--- config.mk ---
export PLATFORM = sky130hd
export DESIGN_NAME = pipe_hazard_ctrl
export DESIGN_NICKNAME = d
export VERILOG_FILES = /design/src/rtl/pipe_hazard_ctrl.sv
export SDC_FILE = /design/constraint.sdc
export NUM_CORES = 1
export LEC_CHECK = 0
export CORE_AREA = 8 8 92 94
export DETAILED_ROUTE_END_ITERATION = 10
export DIE_AREA = 0 0 100 102
export MAX_ROUTING_LAYER = met4
export PLACE_DENSITY_LB_ADDON = 0.1
export REMOVE_ABC_BUFFERS = 1
export SLEW_MARGIN = 20
export SYNTH_ARGS = -nofsm -noshare
export SYNTH_HDL_FRONTEND = slang
export SYNTH_SLANG_ARGS = --single-unit
--- constraint.sdc ---
create_clock -name clk -period 2.4 [get_ports clk]
set_clock_uncertainty 0.2 [all_clocks]
set_input_delay 0.48 -clock clk [delete_from_list [all_inputs] [get_ports clk]]
set_output_delay 0.48 -clock clk [all_outputs]
set_load 0.03 [all_outputs]
--- src/rtl/pipe_hazard_ctrl.sv ---
// Stall/flush scheduler for the 5-stage core: load-use, EX-resolved jumps, and data-memory waits with timeout.
// Stall/flush outputs are combinational (0 cycles) from state+inputs; bus_err and stall_cnt are registered.
module pipe_hazard_ctrl #(
    parameter int TIMEOUT = 16,
    parameter int CNT_W   = 32
) (
    input  logic             clk,
    input  logic             rstn,
    input  logic [4:0]       ID_rs1_addr,
    input  logic [4:0]       ID_rs2_addr,
    input  logic             ID_rs1_used,
    input  logic             ID_rs2_used,
    input  logic             EX_rmem,
    input  logic             EX_wen,
    input  logic [4:0]       EX_rd_addr,
    input  logic             EX_jump,
    input  logic             MEM_req,
    input  logic             mem_ready,
    output logic             stall_pc,
    output logic             stall_if_id,
    output logic             stall_id_ex,
    output logic             stall_ex_mem,
    output logic             flush_if_id,
    output logic             flush_id_ex,
    output logic             flush_mem_wb,
    output logic             bus_err,
    output logic [CNT_W-1:0] stall_cnt
);

    localparam int CW = (TIMEOUT > 2) ? $clog2(TIMEOUT) : 1;
    localparam logic [CW-1:0] LAST = CW'(TIMEOUT - 1);

    typedef enum logic {IDLE = 1'b0, WAIT = 1'b1} state_t;

    state_t           r_state;
    logic [CW-1:0]    r_wait_cnt;
    logic [CNT_W-1:0] r_stall_cnt;
    logic             r_bus_err;

    logic w_mem_stall;
    logic w_timeout;
    logic w_rs1_hit;
    logic w_rs2_hit;
    logic w_load_use;

    always_comb begin
        w_mem_stall = 1'b0;
        w_timeout   = 1'b0;
        case (r_state)
            IDLE: w_mem_stall = MEM_req & ~mem_ready;
            WAIT: begin
                w_mem_stall = ~mem_ready & (r_wait_cnt < LAST);
                w_timeout   = ~mem_ready & (r_wait_cnt == LAST);
            end
            default: w_mem_stall = 1'b0;
        endcase
    end

    assign w_rs1_hit  = ID_rs1_used & (ID_rs1_addr == EX_rd_addr);
    assign w_rs2_hit  = ID_rs2_used & (ID_rs2_addr == EX_rd_addr);
    assign w_load_use = EX_rmem & EX_wen & (EX_rd_addr != 5'd0) & (w_rs1_hit | w_rs2_hit);

    // Priority: memory stall, then jump flush, then load-use bubble; all gated off during reset.
    always_comb begin
        stall_pc     = 1'b0;
        stall_if_id  = 1'b0;
        stall_id_ex  = 1'b0;
        stall_ex_mem = 1'b0;
        flush_if_id  = 1'b0;
        flush_id_ex  = 1'b0;
        flush_mem_wb = 1'b0;
        if (rstn) begin
            if (w_mem_stall) begin
                stall_pc     = 1'b1;
                stall_if_id  = 1'b1;
                stall_id_ex  = 1'b1;
                stall_ex_mem = 1'b1;
                flush_mem_wb = 1'b1;
            end else begin
                flush_mem_wb = w_timeout;
                if (EX_jump) begin
                    flush_if_id = 1'b1;
                    flush_id_ex = 1'b1;
                end else if (w_load_use) begin
                    stall_pc    = 1'b1;
                    stall_if_id = 1'b1;
                    flush_id_ex = 1'b1;
                end
            end
        end
    end

    always_ff @(posedge clk or negedge rstn) begin
        if (!rstn) begin
            r_state     <= IDLE;
            r_wait_cnt  <= '0;
            r_stall_cnt <= '0;
            r_bus_err   <= 1'b0;
        end else begin
            r_bus_err <= w_timeout;
            if (w_mem_stall && (r_stall_cnt != {CNT_W{1'b1}})) begin
                r_stall_cnt <= r_stall_cnt + CNT_W'(1);
            end
            case (r_state)
                IDLE: begin
                    if (MEM_req && !mem_ready) begin
                        r_state    <= WAIT;
                        r_wait_cnt <= '0;
                    end
                end
                WAIT: begin
                    if (mem_ready || w_timeout) begin
                        r_state <= IDLE;
                    end else begin
                        r_wait_cnt <= r_wait_cnt + CW'(1);
                    end
                end
                default: r_state <= IDLE;
            endcase
        end
    end

    assign stall_cnt = r_stall_cnt;
    assign bus_err   = r_bus_err;

endmodule
==> impl_results.md, run 1 <==
* Run status: finished clean
* Routed length per instance at 14.4 µm
* HPWL after DPL at 4220 µm
* LEAKAGE at 1.42 nW
* Worst reg2reg endpoint: stall_cnt[28]$_DFFE_PN0P_
* Async SR Flop Fraction at 100%
* CP Capture Type: primary output
* IO Port Bufs at 63
* Synthesized area at 2040 µm²
* Logic pwr share at 27.4%
* Worst setup SP type: input pin
* Worst-Skew Late Latency at 0.29 ns
* Max VDD drop at roughly 0.28 mV
* Detailed Route WL at ~5600 µm
* Mean area per synthesized cell at 10.1 µm²
* Vias per cell at 4.62
* Max frequency at 425 MHz
* Dpl cells at ~380
* Multi-input logic area at 1140 µm²
* Via count at 1797
* Number of flops mapped to enable cells by yosys at 0
* CTS tree: built
* Vias in the first global route at about 1800
* Worst-Margin Slew at 0.470 ns
* Root Buffer: clkbuf_8
* WP data required at 1.72 ns
* FF-to-FF path depth at 7
* Dominant synthesized flop cell: dfrtp_1
* Die width at approximately 100 µm
* Worst R2R Start: stall_cnt[0]$_DFFE_PN0P_
* Pins Over Slew Limit at 0
* TritonCTS buffer count at 5
* Sequential cell area at around 950 µm²
* CP Capture Point: stall_if_id
* Maxcap violations at 0
* Period minus WS final at 2.35 ns
* Setup violators final at 0
* Synth Instances at 202
* Dpl ws at -0.401 ns
* Nets at 315
* Worst EP arrival at about 1.7 ns
* Hold Path Class: in -> async
* Total grt overflow at 0
* Worst setup path startpoint: mem_ready
* Initial core utilization at 29.0%
* Clk network pwr share at between 20% and 30%
* Yosys cell types at 37
* Synthesis-stage register bit count at 38
* RD Place Congestion at 0.879
* Slew margin rel. at 68.7%
* Cell with the largest stage delay on the worst path: clkdlybuf4s50_1
* Max incr delay on CP at 0.42 ns
* Rows at 31
* Final setup margin at ~0.047 ns
* Final core occ at 43.5%
* CP Class: in -> out
* Register-to-register setup slack at 0.19 ns
* Final instance area at 3070 µm²
* Htree depth at 2
* Diode count at 0
* Seq pwr share at a little under half
* Cell-internal power at 1.15 mW
* Finished Layout Cells at about 390
* Share of cells above drive strength 1 at 24.8%
* Final hold viol count at 0
* Chip Height at 102 µm
* Sw frac at ~33%
* CTS Buffer Depth at 2
* # IOs at 64
* Gr usage total at between 10 and 15%
* First-pass DRT Iterations at 4
* Tcrit/Tclk final at 98.1%
* Switching power at 562 µW
* Sequential share of the synthesized area at 46.5%
* DRC Markers at 0
* Full die area at a little over 10000 µm²
* Critical path, cell by cell: clkdlybuf4s50_1, o21bai_4, nand2b_4, inv_2, nand2_2, o31ai_2, buf_4
* Setup TNS at 0 ns
* Placed inst area at about 2900 µm²
* Area growth, synth to finish at 50.1%
* CTS sink cnt at 38
* Initial antenna violation count at 0
* First-pass GRT wire length at a little over 9000 µm
* DRT iter0 DRCs at ~110
* PD cells at between 500 and 600 nW/µm²
* Worst-path clk slew at ~0.080 ns
* Critical Path Fanout Max at 4
* Core Box Area at 7060 µm²
* FILL cells at roughly 700
* Post-DRT Antenna Nets at 0
* Unrepaired setup endpoints after global routing: true
* Largest net degree at the start of global routing at 37
* Warnings, synthesis at 0
-- sequential cells by signal (all words and copies together), names as in the netlist --
register / cells
r_state: 1
bus_err: 1
r_wait_cnt: 4
stall_cnt: 32
-- power groups by stage --
| stage | Sequential [mW] | Clock, mW | Combinational (mW) |
|---|---|---|---|
| after floorplan | 0.881 | 0 | 0.141 |
| after global placement | 0.794 | 0 | 0.453 |
| after detailed placement | 0.791 | 0 | 0.457 |
| after CTS | 0.781 | 0.478 | 0.452 |
| after global routing | 0.794 | 0.506 | 0.504 |
| final | 0.781 | 0.461 | 0.469 |
-- cell families (layout without fill, tap and decap cells) --
family                   count (synthesis)  count (layout)  share of synthesized area, %
AND/OR/NAND/NOR                         92              92                          25.3
adder cells (fa/ha/maj)                  2               2                          1.22
buffers and inverters                   12             100                          2.75
XOR/XNOR                                37              37                          15.9
AO/OA/AOI/OAI                           16              16                          5.69
multiplexers                             5               5                          2.63
flip-flops                              38              38                          46.5
-- cell usage after synthesis (3+ instances only) --
cell	instances	area (µm²)
inv_1	9	33.8
nor3_1	9	45.0
nand3_1	15	75.1
and3_1	8	50.1
xnor2_1	23	201
xor2_1	14	123
nor2_1	13	48.8
buf_4	3	22.5
nand2_1	21	78.8
dfrtp_1	38	951
a21oi_1	4	20.0
nand4_1	12	75.1
mux2_2	3	33.8
-- stage by stage --
| step | total power [mW] | hold slack, ns |
|---|---|---|
| floorplan | 1.02 | -0.0156 |
| global placement | 1.25 | 0.111 |
| detailed placement | 1.25 | 0.116 |
| CTS | 1.71 | 0.167 |
| global route | 1.80 | 0.197 |
| finish | 1.71 | 0.143 |
-- worst max-delay path: cells and delay by family --
kind            cells  cell delay, ns
simple gates        2            0.23
compound gates      2            0.26
buf+inv             3            0.69
-- how the worst min path moves through the flow --
stage,endpoint,cells after the start
after floorplan,bus_err$_DFF_PN0_,0
after global placement,r_state$_DFF_PN0_,1
after detailed placement,r_state$_DFF_PN0_,1
after CTS,stall_cnt[17]$_DFFE_PN0P_,2
after global routing,stall_cnt[17]$_DFFE_PN0P_,2
final,stall_cnt[0]$_DFFE_PN0P_,2
-- final cells by class --
| cell class | count | area share (%) |
|---|---|---|
| clock inverters | 1 | 0.163 |
| inverters | 9 | 1.10 |
| clock buffers | 7 | 2.81 |
| repair buffers | 83 | 23.7 |
| flip-flops and latches | 38 | 31.0 |
| multi-input cells | 152 | 37.2 |
| well taps | 99 | 4.04 |
-- cells in the final DEF, fill, tap and decap left out, types with 2 or more instances in the layout --
| master | n |
|---|---|
| a21oi_1 | 4 |
| a31oi_1 | 2 |
| and3_1 | 8 |
| buf_2 | 9 |
| buf_4 | 26 |
| buf_6 | 4 |
| clkbuf_8 | 6 |
| clkdlybuf4s50_1 | 38 |
| dfrtp_1 | 38 |
| dlygate4sd2_1 | 2 |
| ha_1 | 2 |
| inv_1 | 8 |
| mux2_2 | 3 |
| mux2i_1 | 2 |
| nand2_1 | 20 |
| nand3_1 | 15 |
| nand4_1 | 12 |
| nor2_1 | 13 |
| nor2b_1 | 2 |
| nor3_1 | 9 |
| nor4_1 | 2 |
| nor4_4 | 2 |
| xnor2_1 | 16 |
| xnor2_2 | 6 |
| xor2_1 | 14 |
-- metal layers --
metal | vias up | GRT usage [%] | routed length [µm]
met4 | 0 | 3.49 | 52
met3 | 7 | 3.27 | 317
met2 | 52 | 17.0 | 2480
li1 | 885 | - | -
met5 | - | - | 0
met1 | 853 | 14.8 | 2770
-- repair_timing --
item,CTS,global route
buffers inserted,0,2
pin swaps,17,13
hold buffers,1,0
setup endpoints to repair,6,6
hold endpoints to repair,2,0
resized for setup,61,23
Power figures use the tool's default switching activity.
==> inputs of run 2 (changes only) <==
CORE_AREA = 8 8 102 85   (was 8 8 92 94)
DIE_AREA = 0 0 110 93   (was 0 0 100 102)
clock period = 2.45 ns   (was 2.4 ns; I/O delays follow)
==> impl_results.md, run 2 (synthesis gave the netlist of run 1 again) <==
* Run status: finished clean
* Total grt overflow at 0 (unchanged)
* FF-to-FF path depth at 7 (unchanged)
* Cell with the largest stage delay on the worst path: or4_4
* Gr usage total at 11.4% (-0.073 points)
* Largest net degree at the start of global routing at 39 (+5.4%)
* CP Class: in -> out
* Post-CTS Hold Buffers at 0 (-1)
* Setup TNS at 0 ns (unchanged)
* CTS Buffer Depth at 2 (unchanged)
* CTS tree: built
* Commonest non-fill, non-tap cell in the layout: dfrtp_1
* Root Buffer: clkbuf_8
* Critical Path Fanout Max at 3 (-1)
* Vias in the first global route at 1863 (+1.0%)
* Tcrit/Tclk final at 97.9%
* Worst hold slack at 0.136 ns (-0.00720 ns)
* Worst EP arrival at 1.71 ns (+0.04 ns)
* Die width at 110 µm (+10%)
* Setup violators final at 0 (unchanged)
* Via count at 1736 (-3.4%)
* Worst R2R Start: stall_cnt[0]$_DFFE_PN0P_
* HPWL after DPL at 4270 µm (+1.2%)
* Commonest cells after routing, fill and taps aside: 38 x dfrtp_1, 36 x clkdlybuf4s50_1, 27 x buf_4
* Final hold viol count at 0 (unchanged)
* Maxcap violations at 0 (unchanged)
* Worst-Margin Slew at 0.483 ns (+0.0130 ns)
* First-pass GRT wire length at 9060 µm (-0.23%)
* Max frequency at 417 MHz
* Rows at 28 (-9.7%)
* Max incr delay on CP at 0.53 ns (+0.11 ns)
* Hold Path Class: in -> async
* WP data required at 1.76 ns (+0.04 ns)
* Period minus WS final at 2.40 ns
* Vias per cell at 4.57 (-1.1%)
* Dpl cells at 371 (-1.9%)
* Initial antenna violation count at 0 (unchanged)
* FILL cells at 734 (+6.5%)
* Full die area at 10200 µm² (+0.29%)
* Share of cells above drive strength 1 at 23.8% (-1.0 points)
* Critical path, cell by cell: buf_4, or4_4, o2111ai_2, buf_4, a21oi_2, buf_6
* Finished Layout Cells at 380 (-2.3%)
* Final instance area at 2990 µm² (-2.6%)
* Nets at 315 (unchanged)
* Slew margin rel. at 67.8% (-0.87 points)
* Post-DRT Antenna Nets at 0 (unchanged)
* Chip Height at 93 µm (-8.8%)
* # IOs at 64 (unchanged)
* RD Place Congestion at 0.740 (-16%)
* CP Capture Type: primary output
* Routed length per instance at 14.4 µm (about the same)
* Worst setup SP type: input pin
* Most common cell on crit path: buf_4
* DRC Markers at 0 (unchanged)
* Placed inst area at 2890 µm² (+0.13%)
* TritonCTS buffer count at 5 (unchanged)
* Area growth, synth to finish at 46.1%
* Detailed Route WL at 5490 µm (-2.3%)
* Worst-Skew Late Latency at 0.29 ns (about the same)
* Max reg flops at 32 (unchanged)
* Htree depth at 2 (unchanged)
* DRT iter0 DRCs at 47 (-58%)
* IO Port Bufs at 63 (unchanged)
* Diode count at 0 (unchanged)
* PD cells at 551 nW/µm² (-1.2%)
* Pins Over Slew Limit at 0 (unchanged)
* CTS sink cnt at 38 (unchanged)
* Initial core utilization at 28.7% (-0.21 points)
* Max VDD drop at 0.228 mV (-17%)
* First-pass DRT Iterations at 5 (+1)
* Core Box Area at 7110 µm² (+0.74%)
* Register-to-register setup slack at 0.31 ns (+0.12 ns)
* Worst reg2reg endpoint: stall_cnt[28]$_DFFE_PN0P_
* LEAKAGE at 1.41 nW (-0.70%)
* Worst-path clk slew at 0.08 ns (about the same)
-- run 2: timing repair --
action                                  in CTS  in global routing
endpoints found under the setup margin       3                  3
resized for setup                           47                 21
setup buffers                                0                  1
pin swaps                                   16                 14
-- run 2: worst max-delay path by stage --
stage	end	startpoint	cells past startpoint
3_5_place_dp	stall_pc	EX_rd_addr[0]	7
5_1_grt	stall_if_id	ID_rs2_addr[1]	7
3_3_place_gp	stall_if_id	EX_rd_addr[3]	7
2_1_floorplan	stall_if_id	EX_rd_addr[0]	5
6_report	flush_id_ex	EX_rd_addr[0]	6
4_1_cts	stall_pc	ID_rs1_addr[0]	7
-- run 2: report_power, final --
part | total (mW) | leakage (nW) | internal [mW] | switching [mW]
Combinational | 0.436 | 0.860 | 0.197 | 0.239
Sequential | 0.763 | 0.503 | 0.685 | 0.0775
Clock | 0.448 | 0.0482 | 0.227 | 0.221
-- run 2: critical path, delay by kind of cell --
family	cells	cell delay (ns)
and+or+nand+nor	1	0.53
buffers and inverters	3	0.41
AOI/OAI and AO/OA	2	0.26
-- run 2: per-layer routing --
layer  vias to the layer above  track usage, %  share of wire [%]
li1                        889               -                  -
met1                       817            15.2                 49
met2                        25            17.0                 46
met3                         5            2.68                3.9
met4                         0            2.69               0.73
met5                         -               -                  0
-- run 2: final cells by class --
class | instances | area [µm²] | area share [%]
well taps | 90 | 113 | 3.77
flip-flops and latches | 38 | 951 | 31.8
inverters | 9 | 33.8 | 1.13
clock inverters | 1 | 5.00 | 0.168
clock buffers | 7 | 86.3 | 2.89
multi-input cells | 152 | 1100 | 36.8
repair buffers | 83 | 701 | 23.5
-- run 2: through the flow --
stage          power, mW  utilization (%)  worst slack [ns]
2_1_floorplan       1.00                -            -0.669
3_3_place_gp        1.22             40.6            -0.356
3_5_place_dp        1.22             40.6            -0.419
4_1_cts             1.68             41.8           0.00653
5_1_grt             1.73             42.0           -0.0321
6_report            1.65             42.0            0.0503
